<file path="src/rtl/slv_i2c_pkg.sv">
// Shared definitions for the I2C register-access slave: one-hot FSM encoding,
// counter sizing and the position of the R/W flag in the address byte.
package slv_i2c_pkg;

  typedef enum logic [8:0] {
    IDLE     = 9'b0_0000_0001,
    ADDR     = 9'b0_0000_0010,
    ACK_ADDR = 9'b0_0000_0100,
    PTR      = 9'b0_0000_1000,
    ACK_PTR  = 9'b0_0001_0000,
    RX       = 9'b0_0010_0000,
    ACK_RX   = 9'b0_0100_0000,
    TX       = 9'b0_1000_0000,
    MACK     = 9'b1_0000_0000
  } state_t;

  localparam int RW_BIT = 0;

  // Counter must hold the full byte length, not just DATA_SZ-1.
  function automatic int cnt_width(input int data_sz);
    return $clog2(data_sz + 1);
  endfunction

endpackage

</file>
<file path="src/rtl/slv_i2c_reg_core_if.sv">
// Bus-side and register-file-side signals of the I2C slave core.
interface slv_i2c_reg_core_if #(
  parameter int DATA_SZ = 8,
  parameter int N_REG   = 16
);
  localparam int PTR_SZ = $clog2(N_REG);

  logic               I_SCL;
  logic               I_SDA;
  logic               I_RS_IO_SCL;
  logic               I_FL_IO_SCL;
  logic               I_RS_IO_SDA;
  logic               I_FL_IO_SDA;
  logic               I_MDL_LW_IO_SCL;
  logic [DATA_SZ-1:0] I_RD_DATA;
  logic               O_SDA;
  logic               O_BUSY;
  logic [PTR_SZ-1:0]  O_REG_ADDR;
  logic [DATA_SZ-1:0] O_WR_DATA;
  logic               O_WR_EN;
  logic               O_RD_EN;
  logic               O_ACK_MSTR;

  modport slave (
    input  I_SCL, I_SDA, I_RS_IO_SCL, I_FL_IO_SCL, I_RS_IO_SDA, I_FL_IO_SDA,
           I_MDL_LW_IO_SCL, I_RD_DATA,
    output O_SDA, O_BUSY, O_REG_ADDR, O_WR_DATA, O_WR_EN, O_RD_EN, O_ACK_MSTR
  );

  modport master (
    output I_SCL, I_SDA, I_RS_IO_SCL, I_FL_IO_SCL, I_RS_IO_SDA, I_FL_IO_SDA,
           I_MDL_LW_IO_SCL, I_RD_DATA,
    input  O_SDA, O_BUSY, O_REG_ADDR, O_WR_DATA, O_WR_EN, O_RD_EN, O_ACK_MSTR
  );
endinterface

</file>
<file path="src/rtl/slv_i2c_shift.sv">
// Bidirectional byte shift register with its bit counter; shared by receive
// (serial in, MSB first) and transmit (serial out from MSB) paths.
module slv_i2c_shift #(
  parameter int DATA_SZ = 8,
  parameter int CNT_SZ  = 4
) (
  input  logic               CLK,
  input  logic               RST_n,
  input  logic               load,
  input  logic [DATA_SZ-1:0] load_data,
  input  logic               shift_in,
  input  logic               sda_in,
  input  logic               shift_out,
  input  logic               cnt_set,
  input  logic [CNT_SZ-1:0]  cnt_val,
  output logic [DATA_SZ-1:0] shreg,
  output logic [CNT_SZ-1:0]  cnt
);

  always_ff @(posedge CLK or negedge RST_n) begin
    if (!RST_n) begin
      shreg <= '0;
      cnt   <= '0;
    end else begin
      if (load)
        shreg <= load_data;
      else if (shift_in)
        shreg <= {shreg[DATA_SZ-2:0], sda_in};
      else if (shift_out)
        shreg <= {shreg[DATA_SZ-2:0], 1'b0};

      // A set wins over the decrement so the first transmitted bit can reload it.
      if (cnt_set)
        cnt <= cnt_val;
      else if ((shift_in || shift_out) && cnt != '0)
        cnt <= cnt - CNT_SZ'(1);
    end
  end

endmodule

</file>
<file path="src/rtl/slv_i2c_reg_core.sv">
// I2C slave front end exposing a register file: pointer byte, auto-incrementing
// burst writes and reads, ACK generation and master-ACK capture.
module slv_i2c_reg_core
  import slv_i2c_pkg::*;
#(
  parameter int         DATA_SZ  = 8,
  parameter logic [6:0] ADDR_SLV = 7'h50,
  parameter int         N_REG    = 16
) (
  input  logic                CLK,
  input  logic                RST_n,
  slv_i2c_reg_core_if.slave   bus
);

  localparam int PTR_SZ = $clog2(N_REG);
  localparam int CNT_SZ = cnt_width(DATA_SZ);

  state_t              state;
  logic [CNT_SZ-1:0]   cnt;
  logic [DATA_SZ-1:0]  shreg;
  logic [PTR_SZ-1:0]   ptr_q, ptr_nxt;
  logic [DATA_SZ-1:0]  wr_data_q;
  logic                sda_q, busy_q, wr_en_q, rd_en_q, ack_q;
  logic                matched, rw, rd_pend;
  logic                start_c, stop_c, mdl, addr_hit;
  logic                sh_in, sh_out, cnt_set;
  logic [CNT_SZ-1:0]   cnt_val;
  logic                unused_fl_scl;

  assign start_c       = bus.I_FL_IO_SDA & bus.I_SCL;
  assign stop_c        = bus.I_RS_IO_SDA & bus.I_SCL;
  assign mdl           = bus.I_MDL_LW_IO_SCL;
  assign addr_hit      = (shreg[DATA_SZ-1 -: 7] == ADDR_SLV);
  assign ptr_nxt       = (ptr_q == PTR_SZ'(N_REG - 1)) ? '0 : ptr_q + PTR_SZ'(1);
  assign unused_fl_scl = bus.I_FL_IO_SCL;

  assign bus.O_SDA      = sda_q;
  assign bus.O_BUSY     = busy_q;
  assign bus.O_REG_ADDR = ptr_q;
  assign bus.O_WR_DATA  = wr_data_q;
  assign bus.O_WR_EN    = wr_en_q;
  assign bus.O_RD_EN    = rd_en_q;
  assign bus.O_ACK_MSTR = ack_q;

  always_comb begin
    sh_in   = 1'b0;
    sh_out  = 1'b0;
    cnt_set = 1'b0;
    cnt_val = '0;
    if (stop_c) begin
      cnt_set = 1'b0;
    end else if (start_c) begin
      cnt_set = 1'b1;
      cnt_val = CNT_SZ'(DATA_SZ);
    end else begin
      unique case (state)
        ADDR, PTR, RX: sh_in = bus.I_RS_IO_SCL && (cnt != '0);
        ACK_ADDR: if (mdl && matched) begin
          sh_out  = rw;
          cnt_set = 1'b1;
          cnt_val = rw ? CNT_SZ'(DATA_SZ - 1) : CNT_SZ'(DATA_SZ);
        end
        ACK_PTR, ACK_RX: if (mdl) begin
          cnt_set = 1'b1;
          cnt_val = CNT_SZ'(DATA_SZ);
        end
        TX:   sh_out = mdl && (cnt != '0);
        MACK: if (mdl && !ack_q && !bus.I_RS_IO_SCL) begin
          sh_out  = 1'b1;
          cnt_set = 1'b1;
          cnt_val = CNT_SZ'(DATA_SZ - 1);
        end
        default: cnt_set = 1'b0;
      endcase
    end
  end

  slv_i2c_shift #(.DATA_SZ(DATA_SZ), .CNT_SZ(CNT_SZ)) u_shift (
    .CLK       (CLK),
    .RST_n     (RST_n),
    .load      (rd_pend),
    .load_data (bus.I_RD_DATA),
    .shift_in  (sh_in),
    .sda_in    (bus.I_SDA),
    .shift_out (sh_out),
    .cnt_set   (cnt_set),
    .cnt_val   (cnt_val),
    .shreg     (shreg),
    .cnt       (cnt)
  );

  always_ff @(posedge CLK or negedge RST_n) begin
    if (!RST_n) begin
      state     <= IDLE;
      sda_q     <= 1'b1;
      busy_q    <= 1'b0;
      wr_en_q   <= 1'b0;
      rd_en_q   <= 1'b0;
      ack_q     <= 1'b1;
      ptr_q     <= '0;
      wr_data_q <= '0;
      matched   <= 1'b0;
      rw        <= 1'b0;
      rd_pend   <= 1'b0;
    end else begin
      wr_en_q <= 1'b0;
      rd_en_q <= 1'b0;
      rd_pend <= rd_en_q;
      if (stop_c) begin
        state  <= IDLE;
        sda_q  <= 1'b1;
        busy_q <= 1'b0;
      end else if (start_c) begin
        state <= ADDR;
        sda_q <= 1'b1;
      end else begin
        unique case (state)
          IDLE: sda_q <= 1'b1;
          ADDR: if (mdl && cnt == '0) begin
            state   <= ACK_ADDR;
            matched <= addr_hit;
            rw      <= shreg[RW_BIT];
            sda_q   <= ~addr_hit;
            busy_q  <= addr_hit;
            rd_en_q <= addr_hit & shreg[RW_BIT];
          end
          ACK_ADDR: if (mdl) begin
            if (!matched) begin
              state <= IDLE;
              sda_q <= 1'b1;
            end else if (rw) begin
              state <= TX;
              sda_q <= shreg[DATA_SZ-1];
            end else begin
              state <= PTR;
              sda_q <= 1'b1;
            end
          end
          PTR: if (mdl && cnt == '0) begin
            state <= ACK_PTR;
            ptr_q <= PTR_SZ'(int'(shreg) % N_REG);
            sda_q <= 1'b0;
          end
          ACK_PTR: if (mdl) begin
            state <= RX;
            sda_q <= 1'b1;
          end
          RX: if (mdl && cnt == '0) begin
            state     <= ACK_RX;
            wr_data_q <= shreg;
            wr_en_q   <= 1'b1;
            sda_q     <= 1'b0;
          end
          ACK_RX: if (mdl) begin
            state <= RX;
            sda_q <= 1'b1;
            ptr_q <= ptr_nxt;
          end
          TX: if (mdl) begin
            if (cnt != '0) begin
              sda_q <= shreg[DATA_SZ-1];
            end else begin
              state <= MACK;
              sda_q <= 1'b1;
            end
          end
          // Prefetch on the ACK clock so the next byte is ready by mid-low.
          MACK: begin
            if (bus.I_RS_IO_SCL) begin
              ack_q <= bus.I_SDA;
              if (!bus.I_SDA) begin
                ptr_q   <= ptr_nxt;
                rd_en_q <= 1'b1;
              end
            end else if (mdl) begin
              if (!ack_q) begin
                state <= TX;
                sda_q <= shreg[DATA_SZ-1];
              end else begin
                state <= IDLE;
                sda_q <= 1'b1;
              end
            end
          end
          default: begin
            state <= IDLE;
            sda_q <= 1'b1;
          end
        endcase
      end
    end
  end

endmodule
</file>
<file path="src/flat_wrapper.sv">
// flat-port wrapper written by rule: the top's interface ports become plain ports
module slv_i2c_reg_core_flat import slv_i2c_pkg::*;
#(
  parameter int         DATA_SZ  = 8,
  parameter logic [6:0] ADDR_SLV = 7'h50,
  parameter int         N_REG    = 16
)
  (CLK, RST_n, bus_I_SCL, bus_I_SDA, bus_I_RS_IO_SCL, bus_I_FL_IO_SCL, bus_I_RS_IO_SDA, bus_I_FL_IO_SDA, bus_I_MDL_LW_IO_SCL, bus_I_RD_DATA, bus_O_SDA, bus_O_BUSY, bus_O_REG_ADDR, bus_O_WR_DATA, bus_O_WR_EN, bus_O_RD_EN, bus_O_ACK_MSTR);
  slv_i2c_reg_core_if #(.DATA_SZ(DATA_SZ), .N_REG(N_REG)) bus_i ();
  input  logic CLK;
  input  logic RST_n;
  input wire logic [$bits(bus_i.I_SCL)-1:0] bus_I_SCL;
  input wire logic [$bits(bus_i.I_SDA)-1:0] bus_I_SDA;
  input wire logic [$bits(bus_i.I_RS_IO_SCL)-1:0] bus_I_RS_IO_SCL;
  input wire logic [$bits(bus_i.I_FL_IO_SCL)-1:0] bus_I_FL_IO_SCL;
  input wire logic [$bits(bus_i.I_RS_IO_SDA)-1:0] bus_I_RS_IO_SDA;
  input wire logic [$bits(bus_i.I_FL_IO_SDA)-1:0] bus_I_FL_IO_SDA;
  input wire logic [$bits(bus_i.I_MDL_LW_IO_SCL)-1:0] bus_I_MDL_LW_IO_SCL;
  input wire logic [$bits(bus_i.I_RD_DATA)-1:0] bus_I_RD_DATA;
  output wire logic [$bits(bus_i.O_SDA)-1:0] bus_O_SDA;
  output wire logic [$bits(bus_i.O_BUSY)-1:0] bus_O_BUSY;
  output wire logic [$bits(bus_i.O_REG_ADDR)-1:0] bus_O_REG_ADDR;
  output wire logic [$bits(bus_i.O_WR_DATA)-1:0] bus_O_WR_DATA;
  output wire logic [$bits(bus_i.O_WR_EN)-1:0] bus_O_WR_EN;
  output wire logic [$bits(bus_i.O_RD_EN)-1:0] bus_O_RD_EN;
  output wire logic [$bits(bus_i.O_ACK_MSTR)-1:0] bus_O_ACK_MSTR;
  assign bus_i.I_SCL = bus_I_SCL;
  assign bus_i.I_SDA = bus_I_SDA;
  assign bus_i.I_RS_IO_SCL = bus_I_RS_IO_SCL;
  assign bus_i.I_FL_IO_SCL = bus_I_FL_IO_SCL;
  assign bus_i.I_RS_IO_SDA = bus_I_RS_IO_SDA;
  assign bus_i.I_FL_IO_SDA = bus_I_FL_IO_SDA;
  assign bus_i.I_MDL_LW_IO_SCL = bus_I_MDL_LW_IO_SCL;
  assign bus_i.I_RD_DATA = bus_I_RD_DATA;
  assign bus_O_SDA = bus_i.O_SDA;
  assign bus_O_BUSY = bus_i.O_BUSY;
  assign bus_O_REG_ADDR = bus_i.O_REG_ADDR;
  assign bus_O_WR_DATA = bus_i.O_WR_DATA;
  assign bus_O_WR_EN = bus_i.O_WR_EN;
  assign bus_O_RD_EN = bus_i.O_RD_EN;
  assign bus_O_ACK_MSTR = bus_i.O_ACK_MSTR;
  slv_i2c_reg_core #(.DATA_SZ(DATA_SZ), .ADDR_SLV(ADDR_SLV), .N_REG(N_REG)) u_core (.CLK(CLK), .RST_n(RST_n), .bus(bus_i));
endmodule
</file>
<file path="config.mk">
export PLATFORM = sky130hd
export DESIGN_NAME = slv_i2c_reg_core_flat
export DESIGN_NICKNAME = d
export VERILOG_FILES = /design/src/rtl/slv_i2c_pkg.sv /design/src/rtl/slv_i2c_reg_core_if.sv /design/src/rtl/slv_i2c_shift.sv /design/src/rtl/slv_i2c_reg_core.sv /design/src/flat_wrapper.sv
export SDC_FILE = /design/constraint.sdc
export NUM_CORES = 1
export LEC_CHECK = 0
export ABC_AREA = 1
export ABC_CLOCK_PERIOD_IN_PS = 2300
export CAP_MARGIN = 0
export CORE_MARGIN = 2
export CORE_UTILIZATION = 56
export DETAILED_ROUTE_END_ITERATION = 10
export PLACE_DENSITY = 0.88
export SYNTH_ARGS = -nofsm -noshare
export SYNTH_HDL_FRONTEND = slang
export SYNTH_SLANG_ARGS = --single-unit
</file>
<file path="constraint.sdc">
create_clock -name CLK -period 2.3 [get_ports CLK]
set_input_delay 0.46 -clock CLK [delete_from_list [all_inputs] [get_ports CLK]]
set_output_delay 0.46 -clock CLK [all_outputs]
set_load 0.02 [all_outputs]
</file>
; ---- Yosys cells after proc, flatten, opt, wreduce, memory -nomap -nowiden
; Cells that the tools add are included.
[totals]
regBits = 41
input_bits = 17
elab_cells = 149
output_inout_bits = 17
[op_classes]
n_reduce_logical = 27
eq_ne = 27
bitwise = 6
mux = 74
n_addsub = 2
[ops]
columns = operator, n
row1 = 2-to-1 mux 9 bit, 12
row2 = one-hot mux 9 bit (8 select lines), 1
row3 = 2-to-1 mux 4 bit, 12
row4 = 2-to-1 mux 8 bit, 5
row5 = 2-to-1 mux 1 bit, 37
row6 = one-hot mux 4 bit (3 select lines), 2
row7 = "inequality test 4 x 1 -> 1 bit, second input constant", 5
row8 = "inequality test 4 x 2 -> 1 bit, second input constant", 5
row9 = AND reduction 7 bit, 2
row10 = AND reduction 4 bit, 3
row11 = AND reduction 10 bit, 1
row12 = "equality test 9 x 1 -> 1 bit, second input constant", 1
row13 = "equality test 9 x 2 -> 1 bit, second input constant", 1
row14 = "equality test 9 x 3 -> 1 bit, second input constant", 1
row15 = "equality test 9 x 4 -> 1 bit, second input constant", 1
row16 = "equality test 9 x 5 -> 1 bit, second input constant", 1
row17 = "equality test 9 x 6 -> 1 bit, second input constant", 1
row18 = "equality test 9 x 7 -> 1 bit, second input constant", 1
row19 = "equality test 9 x 8 -> 1 bit, second input constant", 1
row20 = "equality test 9 bit, second input constant", 1
row21 = "inequality test 2 bit, second input constant", 4
row22 = "equality test 7 bit, second input constant", 1
row23 = logical AND 1 bit, 7
row24 = one-hot mux 1 bit (3 select lines), 2
row25 = 19 further kinds, 28

; ---- Longest topological paths before layout
[depth]
word_depth = 11
mapped_depth = 13
mapped_depth_nobuf = 13

; ---- Cells and area by module
; A second synthesis with hierarchy kept.
[unflattened]
cells_unflattened = 365
area_unflattened_um2 = 2725.1
[modules_own_cells]
columns = mod, n_inst, cells_per_inst, seq_area_each_um2, area_per_inst_um2
row1 = slv_i2c_reg_core, 1, 285, 729.4, 2043.2
row2 = slv_i2c_shift, 1, 80, 300.3, 681.9

; ---- Worst setup path after synthesis
; Ideal clock, no wire load.
[synth_path]
kind = flip-flop to flip-flop
start = reg u_core.u_shift.cnt[0]
end = reg u_core.state[5]
stages_incl_launch_ff = 14
setup_time_ns = 0.117
period_less_slack_ns = 1.651
arrival_ns = 1.533
path_buffers = 0
setup_slack_ns = 0.649
required_time_ns = 2.183
path_cell_list = dfrtp_1 > inv_1 > ha_1 > nand2_2 > inv_2 > nand2_2 > nand2_1 > inv_1 > nand2_2 > nand3b_4 > nor2_8 > nand2_4 > nand2_1 > nand2_1
[synth_between]
elab_chain_len = 4
elab_cells_between_ends = 8
classes_between = 4 x eq/ne / 4 x reduce/logical
[synth_lines]
columns = element, line
row1 = from (decl), slv_i2c_shift.sv:17  ; output logic [CNT_SZ-1:0] cnt
row2 = from (signal assigned), slv_i2c_shift.sv:34  ; cnt <= cnt_val;
row3 = from (signal assigned), slv_i2c_shift.sv:36  ; cnt <= cnt - CNT_SZ'(1);
row4 = zero test 4 bit, "slv_i2c_reg_core.sv:119, slv_i2c_reg_core.sv:139, slv_i2c_reg_core.sv:148"
row5 = logical AND 1 bit, "slv_i2c_reg_core.sv:119, slv_i2c_reg_core.sv:139, slv_i2c_reg_core.sv:148"
row6 = inequality test 4 x 1 -> 1 bit (no line), -
row7 = AND reduction 10 bit (no line) *, -
row8 = to (signal assigned), slv_i2c_reg_core.sv:120  ; state <= ACK_ADDR;
row9 = to (signal assigned), slv_i2c_reg_core.sv:140  ; state <= ACK_PTR;
row10 = to (signal assigned), slv_i2c_reg_core.sv:149  ; state <= ACK_RX;
row11 = to (decl), slv_i2c_reg_core.sv:18  ; state_t state;
; Every way passes the cells marked *; elsewhere a longest branch is shown, timed or not.
; A chain may end at the register's enable or synchronous reset.

; ---- Final worst setup path
[layout_path]
start = reg u_core.u_shift.cnt[0]
end = reg u_core.state[7]
; Same word-level chain as after synthesis.

==> key figures <==
Synth
  – Ranking of synthesized cells by area: dfrtp_1 33%, nand2_1 13%, nand3_1 5.5%
  – Post-synth cell types: 41
  – Main synth FF type: dfrtp_1
  – Seq/Total Area, Yosys: between 30 and 40%
  – Cells after Synth: between 300 and 400
  – Xor/xnor share of the synthesized area: less than 1%
  – Mapped Avg Cell Area: between 7 and 8 um2
  – Synth Area in Compound Gates: between 10% and 20%
  – Synth Area in Simple Gates: between 40% and 50%
  – Largest family of logic cells by synthesized area: simple AND/OR/NAND/NOR gates
  – Number of synthesized flops with an enable pin: 0
  – Mux contribution to synthesized area: 0%
  – Yosys top cell area share: 32.8%
  – Flops & latches, synth: slightly above 40
  – Share of flip-flops with an asynchronous set or reset: 100%
  – Post-synthesis adder-cell area fraction: 0.864%
  – Top cell type by total area after synthesis: dfrtp_1
  – Mapped Nets: 394
  – Synth Cell Area: ~0.0029 mm2
  – Synth warn: 0

Setup path
  – Critical Path Fanout Max: 9
  – Slowest cell delay on critical path: roughly 0.40 ns
  – CP required: about 2.5 ns
  – CP startpoint kind: flop
  – Crit-path slowest cell: dfrtp_1
  – Cell Chain, Critical Path: inv_1 -> ha_1 -> nand2_2 -> inv_2 -> nand2_2 -> nand2_1 -> inv_1 -> nand2_2 -> nand3b_4 -> nor2_8 -> nand2_4 -> nand2_1 -> nand2_1
  – Worst setup EP type: flop
  – Reg2Reg Depth: 13
  – WP data arrival: between 2 and 2.5 ns
  – WS Path Type: reg -> reg

Drt
  – Met2 wire length: 3.32 mm
  – Post-route antenna net violation count: 0
  – Wire length on met1: 3.03 mm
  – Vias: between 2000 and 3000
  – Uppermost layer routed: met4
  – Met3 wire length: ~510 um
  – Wirelength, routed: 7.02 mm
  – DRC viols: 0
  – Drt pass-1 iters: 5
  – Drt via density: about 5.6
  – 1st-iter DRT viols: about 220
  – Mean routed wirelength per cell: between 10 and 15 um

Run
  – MaxCap Viol Count: 0

Clock network
  – Worst skew pair latency: ~0.30 ns
  – Total clock buffers created by CTS: 5
  – Quantity of gates resized following cts: 0
  – Clk slew on worst S/H paths: about 0.09 ns
  – Postcts setup bufs: 0
  – CTS root buf: clkbuf_8
  – CTS tree: done
  – TritonCTS sink count: 41
  – Hold Buf Count CTS: 1
  – CTS HTree Levels: 2
  – CTS max path bufs: 2

STA
  – Sum of negative setup slack: 0 ns
  – RSZ-0062 raised after global routing: no
  – Hold_ws: slightly below 0.4 ns
  – Max Slew Vio Count: 0
  – Final Cycle Share: 87.1%
  – Final Hold Fails: 0
  – Slew margin rel.: 69.1%
  – Fmax: about 500 MHz
  – Worst slew pin tran: about 0.46 ns
  – Setup violations, final: 0
  – Fin crit period: between 2 and 2.5 ns
  – Final Skew: ~0.013 ns

Global route
  – Congestion Overflow GR: 0
  – Overall Global Routing Usage: between 20% and 30%
  – Vias in the first global route: roughly 2500
  – Initial antenna violation count: 0
  – Largest net degree at the start of global routing: 21
  – Global-route wire length before repair: 11.8 mm

Pwr
  – Pwr per Cell Area: 679 mW/mm2
  – Switching Fraction: between 30% and 40%
  – Switching power: 0.000906 W
  – LEAKAGE: between 1.5 and 2 nW
  – VDD IR max: approximately 0.55 mV
  – Register share of total power: 41.5%
  – Power Total: ~0.0023 W
  – P_int: approximately 0.0014 W
  – Clock power frac: about 22%
  – Combinational share of power: 36.7%

Floorplanning
  – Die Height: about 76 um
  – Die Wd: 75.9 um
  – Initial Util: 57.4%
  – Die area: just under 0.006 mm2
  – # rows: 26
  – IO Pins: 34
  – Core region area: ~0.005 mm2

Layout
  – Area growth syn-to-layout: 18.1%
  – Filler cell count: ~420
  – Final instance area: roughly 0.0034 mm2
  – Area occupied by registers: 0.00103 mm2
  – Most common cell after layout, fill and taps aside: nand2_1
  – Fraction of layout cells with a size suffix above 1: approximately a fifth
  – Antenna cell count: 0
  – Area occupied by multi-input gates: approximately 0.0016 mm2
  – Commonest non-fill, non-tap cells in the layout: 98 x nand2_1, 39 x inv_1, 38 x dfrtp_1
  – Final layout net count: about 440
  – Fin util: roughly 68%

Placement
  – Port bufs: 32
  – Final HPWL DP: approximately 5.4 mm
  – DP Area: 0.00332 mm2
  – Routability cong.: approximately 0.92

Hold path
  – Hold crit path type: reg -> reg
  – Worst Hold Path Cells: 0

Outcome
  – Outcome: finished clean
logic make-up (layout without fill, tap and decap cells):
group | after synthesis | after routing
flip-flops | 41 | 41
XOR/XNOR | 2 | 2
AO/OA/AOI/OAI | 52 | 52
AND/OR/NAND/NOR | 227 | 227
buffers and inverters | 51 | 95
adder cells (fa/ha/maj) | 2 | 2
cells in the mapped netlist, types with 2 or more instances:
master and n:
xor2_1 2, dfrtp_1 38, nor4_1 2, buf_2 4, ha_1 2, nand3_4 2
o21ai_2 8, nor3_1 6, nor2_8 3, nor2_1 26, nand4_1 11, inv_2 5
dfstp_2 3, nand2_2 12, a21oi_1 8, nand2_1 98, nor2_4 3, nand3_2 5
nand3_1 32, nand4_4 2, nand2_4 11, o21ai_0 29, inv_1 39, nor3_4 2
nor2_2 6
state kept, by name (all words and copies together) (netlist names), 4 cells and up:
signal,count
u_core.bus.O_WR_DATA,8
u_core.u_shift.cnt,4
u_core.state,9
u_core.bus.O_REG_ADDR,4
u_core.u_shift.shreg,8
worst max-delay path, delay by kind of cell (launching register included):
family	cells	cell delay, ns
buffers and inverters	3	0.30
AND/OR/NAND/NOR	9	0.97
flip-flops	1	0.40
adder cells (fa/ha/maj)	1	0.22
layer usage:
metal | up-vias | global-route usage (%)
met4 | 0 | 8.73
met1 | 1262 | 34.0
met2 | 124 | 41.4
li1 | 1314 | -
met3 | 20 | 4.40
met5 | - | 0
power by group through the flow:
stage	clock network, W	logic (W)	registers [W]
floorplan	0	0.000619	0.000966
CTS	0.000516	0.000845	0.000963
global placement	0	0.000814	0.000968
global route	0.000539	0.000950	0.000983
finish	0.000506	0.000851	0.000964
detailed placement	0	0.000839	0.000977
worst paths after layout:
path	slack, ns	from	endpoint
setup / recovery	0.30	u_core.u_shift.cnt[0]	u_core.state[7]
hold / removal	0.39	u_core.bus.O_RD_EN	u_core.rd_pend
setup reg to reg	0.30	u_core.u_shift.cnt[0]	u_core.state[7]
hold reg to reg	0.39	u_core.bus.O_RD_EN	u_core.rd_pend
max in group asynchronous	1.18	RST_n	u_core.bus.O_SDA
min in group asynchronous	0.53	RST_n	u_core.bus.O_BUSY
cell type report:
type | count | share of cell area [%]
Clock buffer | 7 | 2.52
Sequential cell | 41 | 30.1
Multi-Input combinational cell | 283 | 48.1
Timing Repair Buffer | 42 | 11.5
Tap cell | 70 | 2.56
Clock inverter | 1 | 0.220
Inverter | 45 | 5.01
metrics by stage:
step	setup slack, ns	cells
detailed placement	0.0740	480
CTS	0.331	489
floorplan	0.649	375
global route	0.138	489
finish	0.297	489
global placement	0.121	480
Power figures use the tool's default switching activity.
